## config.mk

```make
export PLATFORM = sky130hd
export DESIGN_NAME = ifetch_unit_flat
export DESIGN_NICKNAME = d
export VERILOG_FILES = /design/src/rtl/ifetch_unit_if.sv /design/src/rtl/ifetch_unit.sv /design/src/flat_wrapper.sv
export SDC_FILE = /design/constraint.sdc
export NUM_CORES = 1
export LEC_CHECK = 0
export BUFFER_PORTS_ARGS = -buffer_cell sky130_fd_sc_hd__buf_2
export CAP_MARGIN = 40
export CORE_MARGIN = 2
export CORE_UTILIZATION = 50
export DETAILED_ROUTE_END_ITERATION = 16
export PLACE_DENSITY = 0.83
export SETUP_SLACK_MARGIN = 0.3
export SYNTH_ARGS = -nofsm -noshare
export SYNTH_HDL_FRONTEND = slang
export SYNTH_SLANG_ARGS = --single-unit
```

## constraint.sdc

```tcl
create_clock -name clk -period 3.68 [get_ports clk]
set_input_delay 0.184 -clock clk [delete_from_list [all_inputs] [get_ports clk]]
set_output_delay 0.184 -clock clk [all_outputs]
set_load 0.02 [all_outputs]
```

## src/rtl/ifetch_unit_if.sv

```systemverilog
// Fetch-stage bus: icache lookup/result, redirect input and instruction-queue head.
// The fetch unit drives through master; the icache/decoder side connects to slave.
`timescale 1ns/1ps

interface ifetch_unit_if;
  // icache lookup side
  logic        to_icache;
  logic [31:0] pc;
  logic        have_result;
  logic [31:0] inst;

  // redirect side
  logic        flush;
  logic [31:0] flush_pc;

  // decoder side
  logic        iq_ready;
  logic        iq_valid;
  logic [31:0] iq_inst;
  logic [31:0] iq_pc;
  logic        iq_is_c;

  modport master (
    output to_icache, pc, iq_valid, iq_inst, iq_pc, iq_is_c,
    input  have_result, inst, flush, flush_pc, iq_ready
  );

  modport slave (
    input  to_icache, pc, iq_valid, iq_inst, iq_pc, iq_is_c,
    output have_result, inst, flush, flush_pc, iq_ready
  );
endinterface

```

## src/rtl/ifetch_unit.sv

```systemverilog
// Instruction fetch stage: owns the PC, issues single-outstanding icache lookups,
// sizes RV32C/RV32 instructions and queues {pc, inst} for the decoder.
`timescale 1ns/1ps

module ifetch_unit #(
  parameter logic [31:0] RESET_PC = 32'h0000_0000,
  parameter int          IQ_WIDTH = 2,
  parameter int          IQ_DEPTH = 1 << IQ_WIDTH
) (
  input  logic          clk,
  input  logic          rst,
  input  logic          rdy,
  ifetch_unit_if.master bus
);

  typedef enum logic [1:0] {
    IDLE,
    WAIT,
    DROP
  } state_t;

  typedef struct packed {
    logic [31:0] pc;
    logic [31:0] inst;
    logic        is_c;
  } iq_entry_t;

  localparam logic [IQ_WIDTH:0] FULL_COUNT = (IQ_WIDTH + 1)'(IQ_DEPTH);

  state_t              state_q, state_d;
  logic [31:0]         pc_q, pc_d;
  logic [31:0]         pend_q, pend_d;
  logic                req_q, req_d;

  iq_entry_t           iq_mem [IQ_DEPTH];
  logic [IQ_WIDTH-1:0] head_q, tail_q;
  logic [IQ_WIDTH:0]   count_q;

  logic                push, pop, iq_full, iq_nonempty;
  logic                fetch_is_c;
  logic [31:0]         flush_target;
  iq_entry_t           push_entry, head_entry;

  assign flush_target = {bus.flush_pc[31:1], 1'b0};
  assign fetch_is_c   = (bus.inst[1:0] != 2'b11);
  assign push_entry   = '{pc:   pc_q,
                          inst: fetch_is_c ? {16'h0000, bus.inst[15:0]} : bus.inst,
                          is_c: fetch_is_c};

  assign iq_full     = (count_q == FULL_COUNT);
  assign iq_nonempty = (count_q != '0);
  assign pop         = iq_nonempty && bus.iq_ready && !bus.flush;

  // NOTE: every signal written here gets a default first, so no path can infer a latch.
  always_comb begin
    state_d = state_q;
    pc_d    = pc_q;
    pend_d  = pend_q;
    req_d   = 1'b0;
    push    = 1'b0;

    case (state_q)
      IDLE: begin
        if (bus.flush) begin
          pc_d = flush_target;
        end else if (!iq_full) begin
          req_d   = 1'b1;
          state_d = WAIT;
        end
      end

      WAIT: begin
        if (bus.flush) begin
          if (bus.have_result) begin
            pc_d    = flush_target;
            state_d = IDLE;
          end else begin
            // The refill still indexes by pc, so the redirect is parked until it lands.
            pend_d  = flush_target;
            state_d = DROP;
          end
        end else if (bus.have_result) begin
          push    = 1'b1;
          pc_d    = pc_q + (fetch_is_c ? 32'd2 : 32'd4);
          state_d = IDLE;
        end
      end

      DROP: begin
        if (bus.have_result) begin
          pc_d    = bus.flush ? flush_target : pend_q;
          state_d = IDLE;
        end else if (bus.flush) begin
          pend_d = flush_target;
        end
      end

      default: state_d = IDLE;
    endcase
  end

  // NOTE: sequential state uses non-blocking assignments so every register samples pre-edge values.
  always_ff @(posedge clk or negedge rst) begin
    if (!rst) begin
      state_q <= IDLE;
      pc_q    <= RESET_PC;
      pend_q  <= '0;
      req_q   <= 1'b0;
    end else if (rdy) begin
      state_q <= state_d;
      pc_q    <= pc_d;
      pend_q  <= pend_d;
      req_q   <= req_d;
    end
  end

  // A redirect empties the queue and takes priority over a same-cycle push or pop.
  always_ff @(posedge clk or negedge rst) begin
    if (!rst) begin
      head_q  <= '0;
      tail_q  <= '0;
      count_q <= '0;
    end else if (rdy) begin
      if (bus.flush) begin
        head_q  <= '0;
        tail_q  <= '0;
        count_q <= '0;
      end else begin
        if (push) tail_q <= tail_q + 1'b1;
        if (pop)  head_q <= head_q + 1'b1;
        case ({push, pop})
          2'b10:   count_q <= count_q + 1'b1;
          2'b01:   count_q <= count_q - 1'b1;
          default: count_q <= count_q;
        endcase
      end
    end
  end

  // NOTE: queue storage has no reset; outputs are masked by occupancy so stale entries never leak.
  always_ff @(posedge clk) begin
    if (rdy && push) iq_mem[tail_q] <= push_entry;
  end

  assign head_entry    = iq_mem[head_q];

  assign bus.to_icache = req_q;
  assign bus.pc        = pc_q;
  assign bus.iq_valid  = iq_nonempty;
  assign bus.iq_inst   = iq_nonempty ? head_entry.inst : '0;
  assign bus.iq_pc     = iq_nonempty ? head_entry.pc   : '0;
  assign bus.iq_is_c   = iq_nonempty && head_entry.is_c;

endmodule

```

## src/flat_wrapper.sv

```systemverilog
// flat-port wrapper written by rule: the top's interface ports become plain ports
module ifetch_unit_flat 
#(
  parameter logic [31:0] RESET_PC = 32'h0000_0000,
  parameter int          IQ_WIDTH = 2,
  parameter int          IQ_DEPTH = 1 << IQ_WIDTH
)
  (clk, rst, rdy, bus_to_icache, bus_pc, bus_iq_valid, bus_iq_inst, bus_iq_pc, bus_iq_is_c, bus_have_result, bus_inst, bus_flush, bus_flush_pc, bus_iq_ready);
  ifetch_unit_if bus_i ();
  input  logic clk;
  input  logic rst;
  input  logic rdy;
  output wire logic [$bits(bus_i.to_icache)-1:0] bus_to_icache;
  output wire logic [$bits(bus_i.pc)-1:0] bus_pc;
  output wire logic [$bits(bus_i.iq_valid)-1:0] bus_iq_valid;
  output wire logic [$bits(bus_i.iq_inst)-1:0] bus_iq_inst;
  output wire logic [$bits(bus_i.iq_pc)-1:0] bus_iq_pc;
  output wire logic [$bits(bus_i.iq_is_c)-1:0] bus_iq_is_c;
  input wire logic [$bits(bus_i.have_result)-1:0] bus_have_result;
  input wire logic [$bits(bus_i.inst)-1:0] bus_inst;
  input wire logic [$bits(bus_i.flush)-1:0] bus_flush;
  input wire logic [$bits(bus_i.flush_pc)-1:0] bus_flush_pc;
  input wire logic [$bits(bus_i.iq_ready)-1:0] bus_iq_ready;
  assign bus_to_icache = bus_i.to_icache;
  assign bus_pc = bus_i.pc;
  assign bus_iq_valid = bus_i.iq_valid;
  assign bus_iq_inst = bus_i.iq_inst;
  assign bus_iq_pc = bus_i.iq_pc;
  assign bus_iq_is_c = bus_i.iq_is_c;
  assign bus_i.have_result = bus_have_result;
  assign bus_i.inst = bus_inst;
  assign bus_i.flush = bus_flush;
  assign bus_i.flush_pc = bus_flush_pc;
  assign bus_i.iq_ready = bus_iq_ready;
  ifetch_unit #(.RESET_PC(RESET_PC), .IQ_WIDTH(IQ_WIDTH), .IQ_DEPTH(IQ_DEPTH)) u_core (.clk(clk), .rst(rst), .rdy(rdy), .bus(bus_i));
endmodule
```

==> results by group <==
Outcome
  • Status: complete, no violations

Route
  • Antenna-violating nets left: 0
  • Avg WL per Cell: 22.2 µm
  • DRT iter0 DRCs: 931
  • TritonRoute pass-1 iters: 6
  • Via count: 9253
  • Drc violations: 0
  • DR vias/cell: 6.03
  • DRT Wirelength: 34.0 mm

Worst setup path
  • Crit-path max cell delay: 0.57 ns
  • Worst path depth: 4
  • Worst setup path category: reg -> out
  • Worst setup startpoint: u_core.head_q[0]
  • Worst endpoint required time: 3.50 ns
  • Crit path cell chain: buf_4 > mux4_2 > and2_1 > buf_2
  • Worst R2R Path Depth: 7
  • FF-to-FF End: u_core.pend_q[25]
  • WP buf/inv: 2
  • CP top delay family: buffers and inverters
  • CP max stage cell: mux4_2
  • CP Launch Type: flop
  • Worst Setup EP: bus_iq_pc[22]
  • Crit-path max FO: 24
  • Reg2reg start: u_core.state_q[1]
  • CP arrival: 2.41 ns
  • Endpoint type of the worst setup path: output port
  • Internal reg-to-reg setup slack: 1.09 ns

Yosys
  • Sequential area share after synthesis: 65.4%
  • Post-Syn Area: 14800 µm²
  • Yosys warns: 0
  • Post-synth EDFFs: 260
  • Top FF cell, synth: edfxtp_1
  • Yosys reg bits: 334
  • Post-Synthesis Cells: 941
  • Post-synth ARST share: 22.2%
  • Post-Syn Area per Cell: 15.7 µm²
  • Distinct cell type count after synthesis: 71
  • Mapped Nets: 1021

Clocking
  • CTS sink cnt: 334
  • Root buf cell: clkbuf_16
  • Max clock buf depth: 3
  • CTS tree: yes
  • H-Tree Depth: 2
  • Num CTS Buffers: 36
  • Clk_lat worst skew: 0.51 ns
  • Post_cts resized: 0
  • Clock transition at path regs: 0.06 ns

Placement
  • Post-DP Area: 15800 µm²
  • Port-buffer cells: 167
  • Inst Count DP: 1426
  • GPL Wtd Cong: 0.849
  • Hpwl dp: 20.6 mm

Finish
  • Nets: 1206
  • Share of cells above drive strength 1: 31.3%
  • Final Cell Area: 17400 µm²
  • Fin cells: 1535
  • Area added between synthesis and finish: 17.9%
  • Ant diodes: 0

Flow run
  • Max cap viols: 0

Timing
  • Relative slew slack: 40.4%
  • Max Transition Viols Final: 0
  • FMAX: 386 MHz
  • Post-Route Setup TNS: 0 ns
  • Clock skew: 0.0216 ns
  • Min Tclk post-route: 2.59 ns
  • RSZ-0062 raised after global routing: false
  • Tcrit/Tclk final: 70.4%
  • Endpoints failing hold: 0
  • Final setup violation count: 0
  • Worst slew pin tran: 0.891 ns

Power and ir drop
  • Combinational Power Share: 35.1%
  • Switching power: 4.84 mW
  • Power per cell area: 777 nW/µm²
  • Internal power: 8.69 mW
  • Pwr Total: 13.5 mW
  • VDD IR max: 0.535 mV
  • Leak: 6.40 nW
  • Switch share: 35.8%
  • Clock power share: 25.0%
  • Sequential share of power: 39.9%

GRT
  • Gr usage total: 22.2%
  • Largest net degree at the start of global routing: 67
  • Global-route wire length before repair: 52.6 mm
  • Antenna violations before repair: 0
  • Grt total ovfl: 0
  • Vias in the first global route: 9254

Die
  • Initial Utilization: 51.1%
  • Die ar.: 30900 µm²
  • # IOs: 169
  • Die W: 176 µm
  • Core Box Area: 28900 µm²
  • Die H: 176 µm
  • Rows: 62

Hold path
  • Hold crit path type: in -> reg
Yosys cell counts, types with 5 or more instances:
master / instances / area share, %
a221oi_1: 8 / 0.47
a21oi_1: 19 / 0.64
and3_1: 19 / 0.81
edfxtp_1: 260 / 53
clkbuf_1: 29 / 0.74
or3_1: 5 / 0.21
nand2_1: 23 / 0.58
dfrtp_1: 74 / 13
nor2b_1: 6 / 0.25
nand3_1: 7 / 0.24
mux4_2: 65 / 9.9
buf_4: 34 / 1.7
a31oi_1: 12 / 0.51
o22ai_1: 6 / 0.25
a22o_1: 15 / 0.89
o21ai_1: 10 / 0.34
inv_1: 14 / 0.36
mux2_2: 31 / 2.4
and4_1: 7 / 0.42
ha_1: 9 / 0.76
o31a_1: 5 / 0.30
buf_2: 16 / 0.54
o21ai_0: 52 / 1.8
o31ai_1: 5 / 0.25
nor3_1: 10 / 0.34
and2_1: 75 / 3.2
nor2_1: 38 / 0.97
worst reg2reg max path, stage by stage, from the launching register on:
cell and delay, ns:
dfrtp_1 0.41, inv_1 0.10, ha_1 0.37, nor2_1 0.14, nor2_1 0.13, and3_1 0.70
buf_12 0.26, mux2_2 0.36
kinds of logic after synthesis:
kind of cell	after synthesis	synth area share, %
flip-flops	334	65.4
AND/OR/NAND/NOR	218	8.97
AO/OA/AOI/OAI	175	8.13
buffers and inverters	103	3.96
multiplexers	97	12.4
adder cells (fa/ha/maj)	10	0.899
XOR/XNOR	4	0.237
per-layer routing:
metal	vias to the layer above	GRT usage, %	wire [µm]	part of all wire, %
met2	490	35.3	16200	48
met3	89	4.29	2840	8.3
li1	4032	-	-	-
met5	-	0	0	0
met4	0	7.92	1150	3.4
met1	4642	30.8	13800	41
metrics by stage:
| stage | setup slack (ns) | hold WS, ns | utilization [%] |
|---|---|---|---|
| 2_1_floorplan | 0.953 | -0.112 | - |
| 3_3_place_gp | 1.17 | 0.167 | 54.8 |
| 3_5_place_dp | 1.14 | 0.174 | 54.9 |
| 4_1_cts | 1.05 | 0.0615 | 60.3 |
| 5_1_grt | 0.905 | 0.0979 | 60.3 |
| 6_report | 1.09 | 0.0895 | 60.3 |
how the worst min path moves through the flow:
stage                                end         start  cells after the start
floorplan               u_core.bus.pc[0]           rst                      0
global placement       u_core.pend_q[30]           rst                      1
detailed placement     u_core.pend_q[30]           rst                      1
CTS                 u_core.iq_mem[2][25]  bus_inst[24]                      2
global route        u_core.iq_mem[1][25]  bus_inst[24]                      2
finish                 u_core.state_q[0]           rdy                      3
placed cells by master, fill, tap and decap left out, types with 4 or more instances in the layout:
cell,count
nor2_1,38
a32oi_1,4
a31oi_1,12
nor2b_1,6
nor4_4,4
clkinv_1,6
inv_1,14
mux4_2,65
nand2_1,23
and2_4,4
o22ai_1,6
clkbuf_16,37
o31a_1,5
buf_4,16
o21ai_1,10
clkbuf_1,8
mux2_2,31
and2_1,71
o21ai_0,52
buf_2,167
nand2b_1,4
and3_1,19
a21oi_1,19
dfrtp_1,72
ha_1,9
o31ai_1,5
nand4_1,4
nand3_1,7
a22o_1,15
nor3_1,10
and4_1,7
a22oi_1,4
edfxtp_1,260
buf_12,6
clkinv_2,6
dlygate4sd3_1,46
or3_1,4
a221oi_1,8
sequential cells by signal (all words and copies together), names as in the netlist:
register,flops
u_core.bus.pc,32
u_core.bus.to_icache,1
u_core.count_q,3
u_core.head_q,2
u_core.iq_mem,260
u_core.pend_q,32
u_core.state_q,2
u_core.tail_q,2
power by group through the flow:
stage,logic (mW),registers (mW),clock network [mW]
after floorplan,3.61,5.17,0
after global placement,4.55,5.46,0
after detailed placement,4.70,5.45,0
after CTS,4.77,5.39,3.44
after global routing,5.12,5.48,3.61
final,4.74,5.40,3.38
final cells by class:
type	count	area, µm²
multi-input cells	504	4530
flip-flops and latches	334	9670
clock buffers	46	970
well taps	384	480
repair buffers	236	1560
inverters	14	52.6
clock inverters	17	135
fillers	2200	11500
repair_timing:
action                    in CTS  in global routing
buffers inserted               0                  0
hold buffers                  46                  0
hold endpoints to repair     106                  0
(Power assumes the default switching activity.)
